<file path="src/rtl/triangle_cull_pkg.sv">
// Shared types and clip-window limits for the triangle cull stage.
// Point3D/Triangle3D are packed so they travel as plain 144-bit buses.
package triangle_cull_pkg;

   localparam int COORD_W = 16;
   localparam int TRI_W   = 9 * COORD_W;

   localparam logic signed [COORD_W-1:0] XMIN = -16'sd1024;
   localparam logic signed [COORD_W-1:0] XMAX =  16'sd1023;
   localparam logic signed [COORD_W-1:0] YMIN = -16'sd768;
   localparam logic signed [COORD_W-1:0] YMAX =  16'sd767;
   localparam logic signed [COORD_W-1:0] ZMIN =  16'sd0;
   localparam logic signed [COORD_W-1:0] ZMAX =  16'sd32767;

   typedef struct packed {
      logic signed [COORD_W-1:0] x;
      logic signed [COORD_W-1:0] y;
      logic signed [COORD_W-1:0] z;
   } Point3D;

   typedef struct packed {
      Point3D p;
      Point3D q;
      Point3D r;
   } Triangle3D;

endpackage

</file>
<file path="src/rtl/tri_fifo.sv">
// DEPTH x W synchronous circular-buffer FIFO with flush.
// Ports: clk, rst (sync, active high), i_flush, i_push/i_data,
//        i_pop, o_data (head, zero when empty), o_full, o_empty, o_count.
module tri_fifo #(
   parameter int DEPTH = 4,
   parameter int W     = 144
) (
   input  logic                         clk,
   input  logic                         rst,
   input  logic                         i_flush,
   input  logic                         i_push,
   input  logic [W-1:0]                 i_data,
   input  logic                         i_pop,
   output logic [W-1:0]                 o_data,
   output logic                         o_full,
   output logic                         o_empty,
   output logic [$clog2(DEPTH+1)-1:0]   o_count
);

   localparam int AW = $clog2(DEPTH);
   localparam int CW = $clog2(DEPTH+1);

   logic [W-1:0]  r_mem [DEPTH];
   logic [AW-1:0] r_wr;
   logic [AW-1:0] r_rd;
   logic [CW-1:0] r_cnt;

   logic w_push;
   logic w_pop;

   // Flush and reset dominate any transfer in the same cycle.
   assign w_push = i_push && !i_flush && !rst;
   assign w_pop  = i_pop  && !i_flush && !rst && (r_cnt != '0);

   // DEPTH is a power of two, so pointers wrap by natural overflow.
   always_ff @(posedge clk) begin
      if (rst || i_flush) begin
         r_wr  <= '0;
         r_rd  <= '0;
         r_cnt <= '0;
      end else begin
         if (w_push) r_wr <= r_wr + AW'(1);
         if (w_pop)  r_rd <= r_rd + AW'(1);
         if (w_push && !w_pop)      r_cnt <= r_cnt + CW'(1);
         else if (w_pop && !w_push) r_cnt <= r_cnt - CW'(1);
      end
   end

   always_ff @(posedge clk) begin
      if (w_push) r_mem[r_wr] <= i_data;
   end

   assign o_full  = (r_cnt == CW'(DEPTH));
   assign o_empty = (r_cnt == '0);
   assign o_count = r_cnt;
   // Head is a register read; forced to zero while empty so the
   // output bus is clean after reset/flush.
   assign o_data  = o_empty ? '0 : r_mem[r_rd];

endmodule

</file>
<file path="src/rtl/triangle_cull.sv">
// Clip-stage cull: registers each triangle, drops ones outside the
// clip window, queues the rest for rasteriser setup.
// Ports: clk, rst; in_valid/in_ready/tri_in upstream;
//        out_valid/out_ready/tri_out downstream; flush; clr_count;
//        cull_count, pass_count (saturating); idle.
module triangle_cull
   import triangle_cull_pkg::*;
#(
   parameter int DEPTH = 4,
   parameter int CNT_W = 16
) (
   input  logic             clk,
   input  logic             rst,
   input  logic             in_valid,
   output logic             in_ready,
   input  Triangle3D        tri_in,
   output logic             out_valid,
   input  logic             out_ready,
   output Triangle3D        tri_out,
   input  logic             flush,
   input  logic             clr_count,
   output logic [CNT_W-1:0] cull_count,
   output logic [CNT_W-1:0] pass_count,
   output logic             idle
);

   localparam int CW = $clog2(DEPTH+1);

   Triangle3D        r_s1;
   logic             r_s1_valid;
   logic [CNT_W-1:0] r_cull;
   logic [CNT_W-1:0] r_pass;

   logic             w_oob;
   logic             w_full;
   logic             w_empty;
   logic [CW-1:0]    w_count;
   logic             w_pop;
   logic             w_push;
   logic             w_cull;
   logic             w_resolve;
   logic             w_ready;
   logic             w_accept;
   logic [TRI_W-1:0] w_head;

   // Signed, inclusive window test. The z upper limit equals the
   // largest 16-bit signed value, so only the lower z bound can fail.
   function automatic logic pt_oob(Point3D pt);
      return ($signed(pt.x) < XMIN) || ($signed(pt.x) > XMAX) ||
             ($signed(pt.y) < YMIN) || ($signed(pt.y) > YMAX) ||
             ($signed(pt.z) < ZMIN);
   endfunction

   assign w_oob = pt_oob(r_s1.p) || pt_oob(r_s1.q) || pt_oob(r_s1.r);

   assign w_pop  = !w_empty && out_ready && !flush;
   // A full FIFO still takes s1 when the head leaves this cycle.
   assign w_push = r_s1_valid && !w_oob && (!w_full || w_pop) && !flush;
   assign w_cull = r_s1_valid && w_oob && !flush;

   assign w_resolve = r_s1_valid && (w_oob || !w_full || w_pop);
   assign w_ready   = !rst && !flush && (!r_s1_valid || w_resolve);
   assign w_accept  = in_valid && w_ready;

   always_ff @(posedge clk) begin
      if (rst) begin
         r_s1       <= '0;
         r_s1_valid <= 1'b0;
      end else if (flush) begin
         r_s1_valid <= 1'b0;
      end else if (w_accept) begin
         r_s1       <= tri_in;
         r_s1_valid <= 1'b1;
      end else if (w_resolve) begin
         r_s1_valid <= 1'b0;
      end
   end

   // Saturating counters; clear beats a same-cycle increment.
   always_ff @(posedge clk) begin
      if (rst || clr_count) begin
         r_cull <= '0;
         r_pass <= '0;
      end else begin
         if (w_cull && (r_cull != '1)) r_cull <= r_cull + CNT_W'(1);
         if (w_push && (r_pass != '1)) r_pass <= r_pass + CNT_W'(1);
      end
   end

   tri_fifo #(
      .DEPTH (DEPTH),
      .W     (TRI_W)
   ) u_fifo (
      .clk     (clk),
      .rst     (rst),
      .i_flush (flush),
      .i_push  (w_push),
      .i_data  (r_s1),
      .i_pop   (w_pop),
      .o_data  (w_head),
      .o_full  (w_full),
      .o_empty (w_empty),
      .o_count (w_count)
   );

   assign in_ready   = w_ready;
   assign out_valid  = !w_empty;
   assign tri_out    = Triangle3D'(w_head);
   assign cull_count = r_cull;
   assign pass_count = r_pass;
   assign idle       = !r_s1_valid && (w_count == '0);

endmodule

</file>
<file path="config.mk">
export PLATFORM = sky130hd
export DESIGN_NAME = triangle_cull
export DESIGN_NICKNAME = d
export VERILOG_FILES = /design/src/rtl/triangle_cull_pkg.sv /design/src/rtl/tri_fifo.sv /design/src/rtl/triangle_cull.sv
export SDC_FILE = /design/constraint.sdc
export NUM_CORES = 1
export LEC_CHECK = 0
export CORE_MARGIN = 8
export CORE_UTILIZATION = 40
export CTS_CLUSTER_DIAMETER = 120
export CTS_CLUSTER_SIZE = 12
export DETAILED_ROUTE_END_ITERATION = 7
export PLACE_DENSITY = 0.65
export REMOVE_ABC_BUFFERS = 1
export SLEW_MARGIN = 20
export SYNTH_ARGS = -nofsm -noshare
export SYNTH_HDL_FRONTEND = slang
export SYNTH_HIERARCHICAL = 1
export SYNTH_SLANG_ARGS = --single-unit
</file>
<file path="constraint.sdc">
create_clock -name clk -period 13.43 [get_ports clk]
set_input_delay 1.343 -clock clk [delete_from_list [all_inputs] [get_ports clk]]
set_output_delay 1.343 -clock clk [all_outputs]
set_load 0.01 [all_outputs]
</file>
==> summary.md <==
| Metric | Value |
|---|---|
| Core area | `74100 sq um` |
| Final count of hold timing violations | `0` |
| # clock sinks | `762` |
| Initial antenna violation count | `6` |
| Hold WS | `486 ps` |
| Maximum fanout along the worst path | `39` |
| Die width | `289 um` |
| Global-route wire length before repair | `102000 um` |
| Non-Filler Cell Area, Final | `36100 sq um` |
| Area Growth Syn to Fin | `21.3%` |
| Syn Std Cell Area | `29800 sq um` |
| Final min period | `roughly 5600 ps` |
| Synth area leader | `edfxtp_1` |
| PortBufs | `328` |
| Critical path endpoint category | `output pin` |
| Drt pass-1 iters | `5` |
| Peak supply drop | `0.0000845 V` |
| Post-synth EDFFs | `about 580` |
| Run status | `finished, final reports clean` |
| Fin Setup TNS | `0 ps` |
| Worst EP required | `between 10000 and 15000 ps` |
| Per-cell routed wire length | `22.4 um` |
| Startpoint types | `register` |
| Commonest non-fill, non-tap cells in the layout | `edfxtp_1, clkdlybuf4s50_1, dfxtp_1` |
| Worst clock skew | `32.6 ps` |
| ANT nets after route | `0` |
| Seq/Total Area, Yosys | `70.7%` |
| Tot Pwr | `4610 uW` |
| Iter 0 DRT Violations | `approximately 860` |
| Die area | `83400 sq um` |
| Die height | `289 um` |
| Number of synthesized register bits | `762` |
| Avg Vias per Cell | `5.13` |
| Avg Inst Size Synth | `between 15 and 20 sq um` |
| Max H-tree Level | `3` |
| I/O pins | `329` |
| Util after Layout | `48.7%` |
| Post-synthesis cell type count | `52` |
| Asr flop ratio synth | `0%` |
| Hold Buf Count CTS | `0` |
| GP Congestion | `approximately 0.8` |
| Yosys top cell area share | `58.1%` |
| Yosys warnings | `6` |
| Main synth FF type | `edfxtp_1` |
| Nets | `2168` |
| Worst Setup Path Type | `reg -> out` |
| Setup Buffers After CTS | `0` |
| Cts bufs inserted | `73` |
| HP Start | `r_s1[71]` |
| Slew Viols, Final | `0` |
| GRT Total Usage | `16.1%` |
| Skew-Pair Late Insertion Delay | `610 ps` |
| Fillers | `6204` |
| Synth area leaders | `edfxtp_1, dfxtp_1, mux4_2` |
| CTS tree | `yes` |
| Num rows | `100` |
| Total of max-cap violations | `0` |
| Part of the cycle the worst path needs | `between 40% and 50%` |
| P_leak | `0.0118 uW` |
| Final setup viols | `0` |
| Final HPWL DP | `41300 um` |
| Worst Max-Slew Pin Slew | `1080 ps` |
| Max Root-Sink Buffers | `3` |
| Pwr dens | `128 nW/um^2` |
| DR DRC count | `0` |
| Routed WL | `around 68000 um` |
| WP data arrival | `about 4300 ps` |
| Max_slew headroom | `28.0%` |
| Most common cell after layout, fill and taps aside | `edfxtp_1` |
| Cells after Synth | `1676` |
| Placed inst area | `33900 sq um` |
| CTS root buffer | `clkbuf_16` |
| Clock transition at the registers of the reported paths | `60 ps` |
| Vias in the first global route | `between 15k and 20k` |
| Layout cells sized above 1 | `17.2%` |
| Largest net degree at the start of global routing | `90` |
| Min-delay worst type | `reg -> reg` |
| RR Startpoint | `r_s1[122]` |
| RSZ-0062 raised after global routing | `no` |
| Starting Density | `40.2%` |
| Detailed-route via count | `15.6k` |
| CTS resizes | `0` |
| Max Clock Freq | `approximately 0.18 GHz` |
| Total gr overflow | `0` |
## cell type report
| type | count | area [sq um] | share of cell area (%) |
|---|---|---|---|
| multi-input cells | 816 | 8220 | 22.8 |
| repair buffers | 348 | 3430 | 9.52 |
| flip-flops and latches | 762 | 21000 | 58.3 |
| well taps | 969 | 1210 | 3.36 |
| diodes | 2 | 5.00 | 0.0139 |
| clock buffers | 128 | 2080 | 5.75 |
| clock inverters | 5 | 82.6 | 0.229 |
| inverters | 9 | 33.8 | 0.0936 |
## report_power, final
group	internal, uW	total (uW)	leakage, uW	switching, uW
clock	1050	1900	0.00102	843
sequential	2550	2590	0.00676	31.8
combinational	74.7	126	0.00405	51.0
total	3680	4610	0.0118	926
## layer usage
layer,track usage [%],share of wire [%]
met5,0,0.038
met4,3.99,1.5
met3,4.32,6.6
met2,26.9,49
met1,20.7,43
## worst paths after layout
kind	to	slack, ps	depth (start not counted)
max	tri_out[93]	7810	5
min	u_fifo/r_mem[1][71]	490	0
max reg2reg	u_fifo/r_mem[2][78]	8740	7
min reg2reg	u_fifo/r_mem[1][71]	490	0
## logic make-up (layout without fill, tap and decap cells)
| group | Yosys count | count (layout) | share of synthesized area, % |
|---|---|---|---|
| and+or+nand+nor | 432 | 432 | 8.65 |
| DFF | 762 | 762 | 70.7 |
| AOI/OAI and AO/OA | 78 | 78 | 1.73 |
| muxes | 292 | 292 | 16.6 |
| xor gates and xnor gates | 6 | 6 | 0.177 |
| other | 0 | 2 | 0 |
| buffers and inverters | 98 | 490 | 1.81 |
| adders and majority gates | 8 | 8 | 0.362 |
## stage by stage
step	cells	setup WS (ps)
global route	3038	7440
detailed placement	2904	8230
finish	3039	7810
floorplan	1587	5300
global placement	2904	8290
CTS	3037	7580
## critical path, stage by stage, from the launching register on
cell and delay, ps:
dfxtp_4 810, buf_4 830, buf_4 720, mux4_2 590, and2_1 180, clkdlybuf4s50_1 500
## cells in the mapped netlist, drive strengths merged, types with 2 or more instances
| cell type | count |
|---|---|
| a2111oi | 2 |
| o31ai | 8 |
| xor2 | 4 |
| mux2 | 144 |
| a41o | 2 |
| or2 | 2 |
| a31o | 3 |
| o21a | 3 |
| nand2 | 27 |
| mux4 | 144 |
| nand3 | 12 |
| nand2b | 2 |
| o21ai | 19 |
| or3 | 16 |
| and2 | 145 |
| nor3 | 3 |
| nor4 | 7 |
| edfxtp | 576 |
| a31oi | 3 |
| xnor2 | 2 |
| o211ai | 5 |
| a21oi | 23 |
| clkbuf | 43 |
| inv | 9 |
| buf | 46 |
| dfxtp | 186 |
| a211oi | 2 |
| and4 | 4 |
| a2bb2o | 3 |
| nor2b | 144 |
| mux2i | 4 |
| and3 | 9 |
| or4 | 12 |
| ha | 7 |
| nor2 | 31 |
| nand4 | 16 |
## state kept, by name, indices dropped and copies added, names as in the netlist, named ones only
| signal | flops |
|---|---|
| pass_count | 16 |
| u_fifo/o_count | 3 |
| u_fifo/r_rd | 2 |
| u_fifo/r_mem | 576 |
| u_fifo/r_wr | 2 |
| r_s1_valid | 1 |
| r_s1 | 144 |
| cull_count | 16 |
No activity file was read; power rests on OpenSTA's default activity.
